`config.mk`:
```
export PLATFORM = sky130hd
export DESIGN_NAME = mips_memwrite_tracer_flat
export DESIGN_NICKNAME = d
export VERILOG_FILES = /design/src/rtl/mips_trace_pkg.sv /design/src/rtl/mips_memwrite_tracer_if.sv /design/src/rtl/trace_fifo.sv /design/src/rtl/mips_memwrite_tracer.sv /design/src/flat_wrapper.sv
export SDC_FILE = /design/constraint.sdc
export NUM_CORES = 1
export LEC_CHECK = 0
export BUFFER_PORTS_ARGS = -buffer_cell sky130_fd_sc_hd__buf_2
export CAP_MARGIN = 5
export CORE_MARGIN = 4
export CORE_UTILIZATION = 65
export DETAILED_ROUTE_END_ITERATION = 10
export GPL_TIMING_DRIVEN = 0
export PLACE_DENSITY = 0.84
export SKIP_CTS_REPAIR_TIMING = 1
export SYNTH_ARGS = -nofsm -noshare
export SYNTH_HDL_FRONTEND = slang
export SYNTH_HIERARCHICAL = 1
export SYNTH_SLANG_ARGS = --single-unit
```
`constraint.sdc`:
```
create_clock -name clk -period 18 [get_ports clk]
set_input_delay 0.9 -clock clk [delete_from_list [all_inputs] [get_ports clk]]
set_output_delay 0.9 -clock clk [all_outputs]
set_load 0.05 [all_outputs]
```
`src/rtl/mips_trace_pkg.sv`:
```
// Shared types and constants for the MIPS data-memory write tracer.
// Default field widths here match the tracer's default parameters.
package mips_trace_pkg;

    localparam int TRACE_ADDR_W = 32;
    localparam int TRACE_DATA_W = 32;
    localparam int TRACE_TS_W   = 16;

    localparam logic [15:0] OVF_MAX = 16'hFFFF;

    typedef enum logic [1:0] {
        IDLE   = 2'd0,
        RUN    = 2'd1,
        HALTED = 2'd2
    } tracer_state_e;

    typedef struct packed {
        logic [TRACE_TS_W-1:0]   ts;
        logic [TRACE_ADDR_W-1:0] addr;
        logic [TRACE_DATA_W-1:0] data;
    } trace_entry_t;

endpackage

```
`src/rtl/mips_memwrite_tracer_if.sv`:
```
// Store tap from the MEM stage plus the valid/ready drain port of the tracer.
// master = CPU tap and consumer side, slave = tracer side.
interface mips_memwrite_tracer_if #(
    parameter int ADDR_W = 32,
    parameter int DATA_W = 32,
    parameter int TS_W   = 16
);
    logic              memwrite;
    logic [ADDR_W-1:0] addr;
    logic [DATA_W-1:0] wdata;

    logic              rd_valid;
    logic              rd_ready;
    logic [TS_W-1:0]   rd_ts;
    logic [ADDR_W-1:0] rd_addr;
    logic [DATA_W-1:0] rd_data;

    modport master (
        output memwrite, addr, wdata, rd_ready,
        input  rd_valid, rd_ts, rd_addr, rd_data
    );

    modport slave (
        input  memwrite, addr, wdata, rd_ready,
        output rd_valid, rd_ts, rd_addr, rd_data
    );
endinterface

```
`src/rtl/trace_fifo.sv`:
```
// Circular buffer of trace entries with push, pop and overwrite-oldest support.
// Reports whether each push was stored and whether it cost an entry.
module trace_fifo
    import mips_trace_pkg::*;
#(
    parameter int  DEPTH   = 16,
    parameter type entry_t = trace_entry_t
) (
    input  logic                     clk,
    input  logic                     reset,
    input  logic                     clear,
    input  logic                     push,
    input  logic                     pop,
    input  logic                     overwrite,
    input  entry_t                   wr_entry,
    output entry_t                   rd_entry,
    output logic                     written,
    output logic                     displaced,
    output logic [$clog2(DEPTH):0]   count,
    output logic                     full,
    output logic                     empty
);
    localparam int PTR_W = $clog2(DEPTH);
    localparam int CNT_W = PTR_W + 1;

    entry_t             mem [DEPTH];
    logic [PTR_W-1:0]   wptr;
    logic [PTR_W-1:0]   rptr;
    logic               pop_ok;
    logic               do_push;
    logic               evict;
    logic               rd_adv;

    assign full  = (count == CNT_W'(DEPTH));
    assign empty = (count == '0);

    // A push while full is stored only if a pop frees the slot or the
    // oldest entry may be evicted; either way the head moves once.
    assign pop_ok    = pop && !empty;
    assign do_push   = push && (!full || pop_ok || overwrite);
    assign evict     = do_push && full && !pop_ok;
    assign rd_adv    = pop_ok || evict;
    assign written   = do_push;
    assign displaced = push && full && !pop_ok;
    assign rd_entry  = mem[rptr];

    // NOTE: state registers use non-blocking assignments so every flop
    // samples pre-edge values regardless of block ordering.
    always_ff @(posedge clk) begin
        if (reset || clear) begin
            wptr  <= '0;
            rptr  <= '0;
            count <= '0;
        end else begin
            if (do_push) wptr <= wptr + PTR_W'(1);
            if (rd_adv)  rptr <= rptr + PTR_W'(1);
            if (do_push && !rd_adv)
                count <= count + CNT_W'(1);
            else if (rd_adv && !do_push)
                count <= count - CNT_W'(1);
        end
    end

    // NOTE: the storage array has no reset; occupancy is tracked by the
    // pointers and count, so stale contents are never observed.
    always_ff @(posedge clk) begin
        if (do_push) mem[wptr] <= wr_entry;
    end

endmodule

```
`src/rtl/mips_memwrite_tracer.sv`:
```
// Captures qualifying MEM-stage stores as {timestamp, address, data} entries
// and drains them through a valid/ready port.
module mips_memwrite_tracer
    import mips_trace_pkg::*;
#(
    parameter int ADDR_W = TRACE_ADDR_W,
    parameter int DATA_W = TRACE_DATA_W,
    parameter int DEPTH  = 16,
    parameter int TS_W   = TRACE_TS_W,
    parameter int LIM_W  = 8
) (
    input  logic                   clk,
    input  logic                   reset,
    input  logic                   clear,
    input  logic                   cap_en,
    input  logic                   mode_wrap,
    input  logic [ADDR_W-1:0]      win_lo,
    input  logic [ADDR_W-1:0]      win_hi,
    input  logic [LIM_W-1:0]       stop_limit,
    mips_memwrite_tracer_if.slave  bus,
    output logic [$clog2(DEPTH):0] count,
    output logic                   full,
    output logic                   empty,
    output logic [15:0]            overflow_cnt,
    output logic [1:0]             state
);
    typedef struct packed {
        logic [TS_W-1:0]   ts;
        logic [ADDR_W-1:0] addr;
        logic [DATA_W-1:0] data;
    } entry_t;

    tracer_state_e    state_q;
    tracer_state_e    state_d;
    logic [TS_W-1:0]  ts_q;
    logic [LIM_W-1:0] accepted_q;
    logic [LIM_W:0]   accepted_nxt;
    logic             in_window;
    logic             hit;
    logic             pop;
    logic             written;
    logic             displaced;
    logic             halt_hit;
    entry_t           wr_entry;
    entry_t           head;

    // An inverted window (win_lo > win_hi) can never satisfy both bounds.
    assign in_window = (bus.addr >= win_lo) && (bus.addr <= win_hi);
    assign hit       = (state_q == RUN) && bus.memwrite && in_window;
    assign pop       = !empty && bus.rd_ready;

    assign wr_entry.ts   = ts_q;
    assign wr_entry.addr = bus.addr;
    assign wr_entry.data = bus.wdata;

    assign accepted_nxt = {1'b0, accepted_q} + (LIM_W + 1)'(1);
    assign halt_hit     = written && (stop_limit != '0)
                          && (accepted_nxt >= {1'b0, stop_limit});

    trace_fifo #(
        .DEPTH   (DEPTH),
        .entry_t (entry_t)
    ) u_fifo (
        .clk       (clk),
        .reset     (reset),
        .clear     (clear),
        .push      (hit),
        .pop       (pop),
        .overwrite (mode_wrap),
        .wr_entry  (wr_entry),
        .rd_entry  (head),
        .written   (written),
        .displaced (displaced),
        .count     (count),
        .full      (full),
        .empty     (empty)
    );

    assign bus.rd_valid = !empty;
    assign bus.rd_ts    = empty ? '0 : head.ts;
    assign bus.rd_addr  = empty ? '0 : head.addr;
    assign bus.rd_data  = empty ? '0 : head.data;
    assign state        = state_q;

    // NOTE: next-state defaults to the current state before the case so no
    // path leaves state_d unassigned and no latch is inferred.
    always_comb begin
        state_d = state_q;
        unique case (state_q)
            IDLE:    if (cap_en) state_d = RUN;
            RUN: begin
                if (halt_hit)     state_d = HALTED;
                else if (!cap_en) state_d = IDLE;
            end
            HALTED:  state_d = HALTED;
            default: state_d = IDLE;
        endcase
    end

    // Timestamp survives clear so traces across a flush stay comparable.
    always_ff @(posedge clk) begin
        if (reset) ts_q <= '0;
        else       ts_q <= ts_q + TS_W'(1);
    end

    always_ff @(posedge clk) begin
        if (reset || clear) begin
            state_q      <= IDLE;
            accepted_q   <= '0;
            overflow_cnt <= '0;
        end else begin
            state_q <= state_d;
            if (written && accepted_q != '1)
                accepted_q <= accepted_nxt[LIM_W-1:0];
            if (displaced && overflow_cnt != OVF_MAX)
                overflow_cnt <= overflow_cnt + 16'd1;
        end
    end

endmodule

```
`src/flat_wrapper.sv`:
```
// flat-port wrapper written by rule: the top's interface ports become plain ports
module mips_memwrite_tracer_flat import mips_trace_pkg::*;
#(
    parameter int ADDR_W = TRACE_ADDR_W,
    parameter int DATA_W = TRACE_DATA_W,
    parameter int DEPTH  = 16,
    parameter int TS_W   = TRACE_TS_W,
    parameter int LIM_W  = 8
)
  (clk, reset, clear, cap_en, mode_wrap, win_lo, win_hi, stop_limit, count, full, empty, overflow_cnt, state, bus_memwrite, bus_addr, bus_wdata, bus_rd_ready, bus_rd_valid, bus_rd_ts, bus_rd_addr, bus_rd_data);
  mips_memwrite_tracer_if #(.ADDR_W(ADDR_W), .DATA_W(DATA_W), .TS_W(TS_W)) bus_i ();
  input  logic clk;
  input  logic reset;
  input  logic clear;
  input  logic cap_en;
  input  logic mode_wrap;
  input  logic [ADDR_W-1:0] win_lo;
  input  logic [ADDR_W-1:0] win_hi;
  input  logic [LIM_W-1:0] stop_limit;
  output logic [$clog2(DEPTH):0] count;
  output logic full;
  output logic empty;
  output logic [15:0] overflow_cnt;
  output logic [1:0] state;
  input wire logic [$bits(bus_i.memwrite)-1:0] bus_memwrite;
  input wire logic [$bits(bus_i.addr)-1:0] bus_addr;
  input wire logic [$bits(bus_i.wdata)-1:0] bus_wdata;
  input wire logic [$bits(bus_i.rd_ready)-1:0] bus_rd_ready;
  output wire logic [$bits(bus_i.rd_valid)-1:0] bus_rd_valid;
  output wire logic [$bits(bus_i.rd_ts)-1:0] bus_rd_ts;
  output wire logic [$bits(bus_i.rd_addr)-1:0] bus_rd_addr;
  output wire logic [$bits(bus_i.rd_data)-1:0] bus_rd_data;
  assign bus_i.memwrite = bus_memwrite;
  assign bus_i.addr = bus_addr;
  assign bus_i.wdata = bus_wdata;
  assign bus_i.rd_ready = bus_rd_ready;
  assign bus_rd_valid = bus_i.rd_valid;
  assign bus_rd_ts = bus_i.rd_ts;
  assign bus_rd_addr = bus_i.rd_addr;
  assign bus_rd_data = bus_i.rd_data;
  mips_memwrite_tracer #(.ADDR_W(ADDR_W), .DATA_W(DATA_W), .DEPTH(DEPTH), .TS_W(TS_W), .LIM_W(LIM_W)) u_core (.clk(clk), .reset(reset), .clear(clear), .cap_en(cap_en), .mode_wrap(mode_wrap), .win_lo(win_lo), .win_hi(win_hi), .stop_limit(stop_limit), .bus(bus_i), .count(count), .full(full), .empty(empty), .overflow_cnt(overflow_cnt), .state(state));
endmodule
```
Word-level counts from Yosys, hierarchy flattened
Memories as Yosys holds them, arrays and structs flattened. A register that Yosys moved wholly into a read port is not among the register bits.
Index checks and enable logic that the tools add are counted.
W data, S select, Z words.
{ "word_totals": {"register_bits": 55, "mem_bits_rw": 1280, "out_inout_bits": 106, "wordCells": 68, "mem_count": 1} }
{ "classes": {"n_eq_ne": 7, "reduce_logical": 30, "magnitude_cmp": 3, "muxes": 13, "addsub": 7} }
{ "memory_table": {"columns": ["memory", "depth", "width", "read_ports", "rd_ports_with_merged_regs", "wr", "line", "source"], "rows": [
  ["u_core.u_fifo.mem", 16, 80, 1, 1, 1, "trace_fifo.sv:26", "entry_t mem [DEPTH];"]
]} }
{ "op_table": {"columns": ["cell", "n"], "rows": [
  ["$mux W32", 2],
  ["$add A16 B1 Y16 const B", 2],
  ["$ge A32 B32 Y1", 1],
  ["$le A32 B32 Y1", 1],
  ["$logic_and A1 B1 Y1", 16],
  ["$mux W16", 1],
  ["$ne A16 B16 Y1 const B", 1],
  ["$mux W5", 2],
  ["$add A8 B1 Y9 const B", 1],
  ["$ge A9 B8 Y1", 1],
  ["$add A4 B1 Y4 const B", 2],
  ["$mux W4", 2],
  ["$ne A8 B8 Y1 const B", 1],
  ["$reduce_bool A8 Y1", 1],
  ["$mux W2", 3],
  ["$pmux W2 S3", 1],
  ["$add A5 B1 Y5 const B", 1],
  ["$eq A5 B5 Y1 const B", 1],
  ["$logic_not A1 Y1", 5],
  ["$logic_not A5 Y1", 1],
  ["$sub A5 B1 Y5 const B", 1],
  ["$logic_or A1 B1 Y1", 4],
  ["$ne A3 B2 Y1 const B", 1],
  ["$eq A2 B1 Y1 const B", 1],
  ["other kinds (6)", 7]
]} }

Depth between registers and ports, before layout
{ "depth": {"ltp_word": 13, "ltp_mapped": 16, "ltp_nobuf": 16} }

Hierarchy
Netlist, hierarchy kept.
{ "modules_own_cells": {"columns": ["mod", "seq_area_each_um2", "cells_each", "area_per_inst_um2", "n_inst"], "rows": [
  ["trace_fifo", 38777.2, 2068, 48652.9, 1],
  ["mips_memwrite_tracer", 840.8, 565, 4355.4, 1]
]} }

Worst setup path after synthesis
No wires, ideal clock.
{ "synth_timing": {"path_kind": "in2reg", "from": "input win_hi[14]", "to": "memory u_core/u_fifo/mem[3][0] (netlist name) (enable)", "required_time_ps": 17384, "setup_time_ps": 616, "arrival_time_ps": 8212, "setup_slack_ps": 9171, "cell_stages": 10, "path_cell_list": "inv_1 -> ha_1 -> a21oi_1 -> nand2_1 -> a221o_1 -> o311a_1 -> a221oi_2 -> nand2_1 -> a21o_2 -> nor3_1"} }
{ "synth_via": {"elab_chain_len": 6} }
{ "synth_lines": {"columns": ["element", "line", "source"], "rows": [
  ["start: declaration", "flat_wrapper.sv:18", "input logic [ADDR_W-1:0] win_hi;"],
  ["$le A32 B32 Y1", "mips_memwrite_tracer.sv:48", "assign in_window = (bus.addr >= win_lo) && (bus.addr <= win_hi);"],
  ["$logic_and A1 B1 Y1", "mips_memwrite_tracer.sv:48", null],
  ["$logic_and A1 B1 Y1", "mips_memwrite_tracer.sv:49", "assign hit = (state_q == RUN) && bus.memwrite && in_window;"],
  ["net u_core.hit", "mips_memwrite_tracer.sv:39", "logic hit;"],
  ["$logic_and A1 B1 Y1", "trace_fifo.sv:40", "assign do_push = push && (!full || pop_ok || overwrite);"],
  ["$mux W1", "trace_fifo.sv:67", "if (do_push) mem[wptr] <= wr_entry;"],
  ["$mux W1 (not written as such)", "trace_fifo.sv:67", null],
  ["end: declaration", "trace_fifo.sv:26", null]
]} }
The timed path passes the listed nets, and every way through them passes these cells.

Worst setup path in the final report
{ "layout_timing": {"from": "input bus_addr[23]", "to": "register u_core.u_fifo.count[3]"} }
{ "layout_via": {"elab_chain_len": 10, "elab_cells_between_ends": 14} }
{ "layout_lines": {"columns": ["element", "line", "source"], "rows": [
  ["start: declaration", "flat_wrapper.sv:26", "input wire logic [$bits(bus_i.addr)-1:0] bus_addr;"],
  ["$ge A32 B32 Y1 or $le A32 B32 Y1 (tied branches)", "mips_memwrite_tracer.sv:48", null],
  ["$logic_and A1 B1 Y1 (*)", "mips_memwrite_tracer.sv:48", null],
  ["$logic_and A1 B1 Y1 (*)", "mips_memwrite_tracer.sv:49", null],
  ["net u_core.hit", "mips_memwrite_tracer.sv:39", null],
  ["$logic_and A1 B1 Y1 (*)", "trace_fifo.sv:40", null],
  ["net u_core.written", "mips_memwrite_tracer.sv:41", "logic written;"],
  ["$logic_and A1 B1 Y1 (2 in series)", "trace_fifo.sv:41", "assign evict = do_push && full && !pop_ok;"],
  ["$logic_or A1 B1 Y1", "trace_fifo.sv:42", "assign rd_adv = pop_ok || evict;"],
  ["$logic_not A1 Y1", "trace_fifo.sv:57", "if (do_push && !rd_adv)"],
  ["$logic_and A1 B1 Y1", "trace_fifo.sv:57", null],
  ["$mux W5 or $reduce_bool A2 Y1 (tied branches)", null, null],
  ["end signal: assignment", "trace_fifo.sv:58", "count <= count + CNT_W'(1);"],
  ["end signal: assignment", "trace_fifo.sv:60", "count <= count - CNT_W'(1);"],
  ["end: declaration", "trace_fifo.sv:19", "output logic [$clog2(DEPTH):0] count,"]
]} }
The timed path passes the listed nets; every way through them passes the cells marked *.
A chain may end at the register's enable or synchronous reset.

==> qor.yml <==
wl_met3_mm: 18.5
antenna_found_initial: 12
fin_hold_ws_ps: 416
ys_ff_latch: 1339
grt_pass1_wl_mm: 214
dieHeight_um: 294
grt-ovfl-total: 0
grt_pass1_vias: 31400
wl_met2_mm: 73.9
cts_buffer_depth: 3
rr_endpoint: "u_core/u_fifo/count[3]"
htreeDepth: 4
yosysWarnings: 6
synth-edff-count: 1280
gp_congestion: 0.864
clock-sinks: 1339
io_pins: 249
cp_cell_sequence: "buf_2, ha_1, a21oi_1, o21ai_0, a2111oi_0, o211ai_1, a221oi_2, a21boi_1, ha_1, inv_1, ha_1, a21o_2, a21oi_1, nor4_1, a311o_1"
yosysMostFrequentCell: "edfxtp_1"
power_leakage_uw: 0.0204
cts_tree: "built"
power_density_nw_per_um2: 103
arrival_ps: 6950
r2r-start: "u_core/state[1]"
peakVddDrop_mv: 0.0904
syn_avg_cell_area_um2: 20.1
initial_core_util_pct: 65.7
synth_area_leaders: "edfxtp_1 73%, mux4_2 14%, a22oi_1 2.3%"
wire_per_inst_um: 34.6
area_delta_synth_final_pct: 15.7
critPathLaunchType: "input port"
synthFlopType: "edfxtp_1"
yosysUniqueCellTypes: 76
async_flop_share_pct: 0
synth_common_cells: "1,280 x edfxtp_1, 320 x mux4_2, 161 x a22oi_1"
relSlewSlack_pct: 1.78
ant_nets: 0
wl_met1_mm: 47.0
finalWorstSetupSlack_ps: 11660
setup_tns_ps: 0
die_area_um2: 86200
placed_area_um2: 57000
fin_crit_ps: 6340
synth_top_area_cell: "edfxtp_1"
crit_fanout: 18
dpl_worst_slack_ps: 11020
clk_latency_ps: 750
rr_worst_depth: 12
fmax_mhz: 158
hold_viol: 0
setup_viol: 0
routed_wl_mm: 148
die_w_um: 294
grt_max_degree: 27
syn_area_um2: 53000
max-cap-violations: 0
ys_seq_area_share_pct: 74.7
hold_path_class: "input port to flop"
vias_per_cell: 7.11
synth_nets: 2861
cp.required_ps: 18610
min_period_over_period_pct: 35.2
ctsRootBufferMaster: "clkbuf_16"
slew_viol_final: 0
fin_area_um2: 61300
setup.worst_path.end_class: "flop"
io_buffers: 248
status: "completed"
cts_buffers: 131
worstSetupStartpoint: "bus_addr[23]"
grt_setup_unrepaired: "false"
crit_path_end: "u_core/u_fifo/count[3]"
drive_above_1_share_pct: 28.6
critPathMaxStageDelay_ps: 1130
synthCells: 2633
top_layer_used: "met5"
slowest_stage: "a2111oi_0"
dp_hpwl_mm: 86.9
row_count: 104
clkSlewWorstSetupHoldPaths_ps: 60
grt_usage_pct: 34.9
finClkSkew_ps: 28.7
fin_nets: 3322
path_class: "input port to flop"
drt-initial-drc-count: 4601
reg2reg_slack_ps: 12700
crit_top_cell: "ha_1"
drc: 0
core_um2: 80700
num_vias: 30300
synth_top_area_share_pct: 72.5
tightest_slew_ps: 1470
first_pass_iters: 5
==> sequential cells by signal (all words and copies together) (netlist names), named ones only <==
signal / flops
u_core/u_fifo/count: 5
u_core/overflow_cnt: 16
u_core/u_fifo/rptr: 4
u_core/ts_q: 16
u_core/u_fifo/wptr: 4
u_core/accepted_q: 8
u_core/u_fifo/mem: 1280
u_core/state: 2
==> where the power goes <==
part	switching (uW)	internal [uW]	total, uW
logic	86.4	33.3	120
clock network	1190	1610	2800
registers	3.67	3400	3410
==> kinds of logic (layout without fill, tap and decap cells) <==
group                    Yosys count  after routing  synth area share [%]
AO/OA/AOI/OAI                    272            272                  3.68
buffers and inverters            210            777                  1.67
multiplexers                     324            324                  13.7
other                              0              5                     0
XOR/XNOR                          36             36                 0.595
adder cells (fa/ha/maj)           85             85                  2.02
flip-flops                      1339           1339                  74.7
AND/OR/NAND/NOR                  367            367                  3.62
==> worst max-delay path, delay by kind of cell <==
family | cells | cell delay [ps]
adder cells (fa/ha/maj) | 3 | 950
AO/OA/AOI/OAI | 9 | 4570
AND/OR/NAND/NOR | 1 | 80
buffers and inverters | 2 | 450
==> per-stage QoR <==
| step | total power, uW | cells | util [%] |
|---|---|---|---|
| 2_1_floorplan | 3520 | 2633 | - |
| 3_3_place_gp | 3570 | 3941 | 68.9 |
| 3_5_place_dp | 3590 | 4020 | 70.6 |
| 4_1_cts | 6330 | 4259 | 76.0 |
| 5_1_grt | 6490 | 4263 | 76.0 |
| 6_report | 6320 | 4265 | 76.0 |
==> metal layers <==
metal  up-vias  global-route usage, %
met4         8                   16.9
met3       517                   8.29
met2      2695                   57.6
met1     15300                   44.4
met5         -                      0
li1      11800                      -
==> final cells by class <==
| class | instances | area, um2 |
|---|---|---|
| Buffer | 128 | 579 |
| Multi-Input combinational cell | 1084 | 12600 |
| Clock buffer | 172 | 3580 |
| Clock inverter | 67 | 748 |
| Tap cell | 1060 | 1330 |
| Inverter | 82 | 308 |
| Sequential cell | 1339 | 39600 |
| Fill cell | 4037 | 19400 |
| Timing Repair Buffer | 328 | 2530 |
| Antenna cell | 5 | 12.5 |
==> worst min-delay path by stage <==
stage                          startpoint                     to  slack, ps  depth (start not counted)
global placement    u_core/u_fifo/rptr[3]  u_core/u_fifo/rptr[3]        470                          2
floorplan           u_core/u_fifo/rptr[3]                   flop        450                          2
global route                       cap_en        u_core/state[0]        410                          2
detailed placement  u_core/u_fifo/rptr[3]  u_core/u_fifo/rptr[3]        490                          2
finish                             cap_en        u_core/state[0]        420                          2
CTS                                cap_en        u_core/state[0]        380                          2
==> placed cells by master, fill, tap and decap left out, types with 59 or more instances in the layout <==
cell type  synthesis  routed
mux4_2           320     320
clkbuf_1          68     100
edfxtp_1        1280    1280
dfxtp_1           59      59
clkbuf_16          0     136
ha_1              84      84
a22oi_1          161     161
buf_2             25     273
inv_1             82      82
nand2_1          115     115
nor2b_1           86      86
Power figures use the tool's default switching activity.
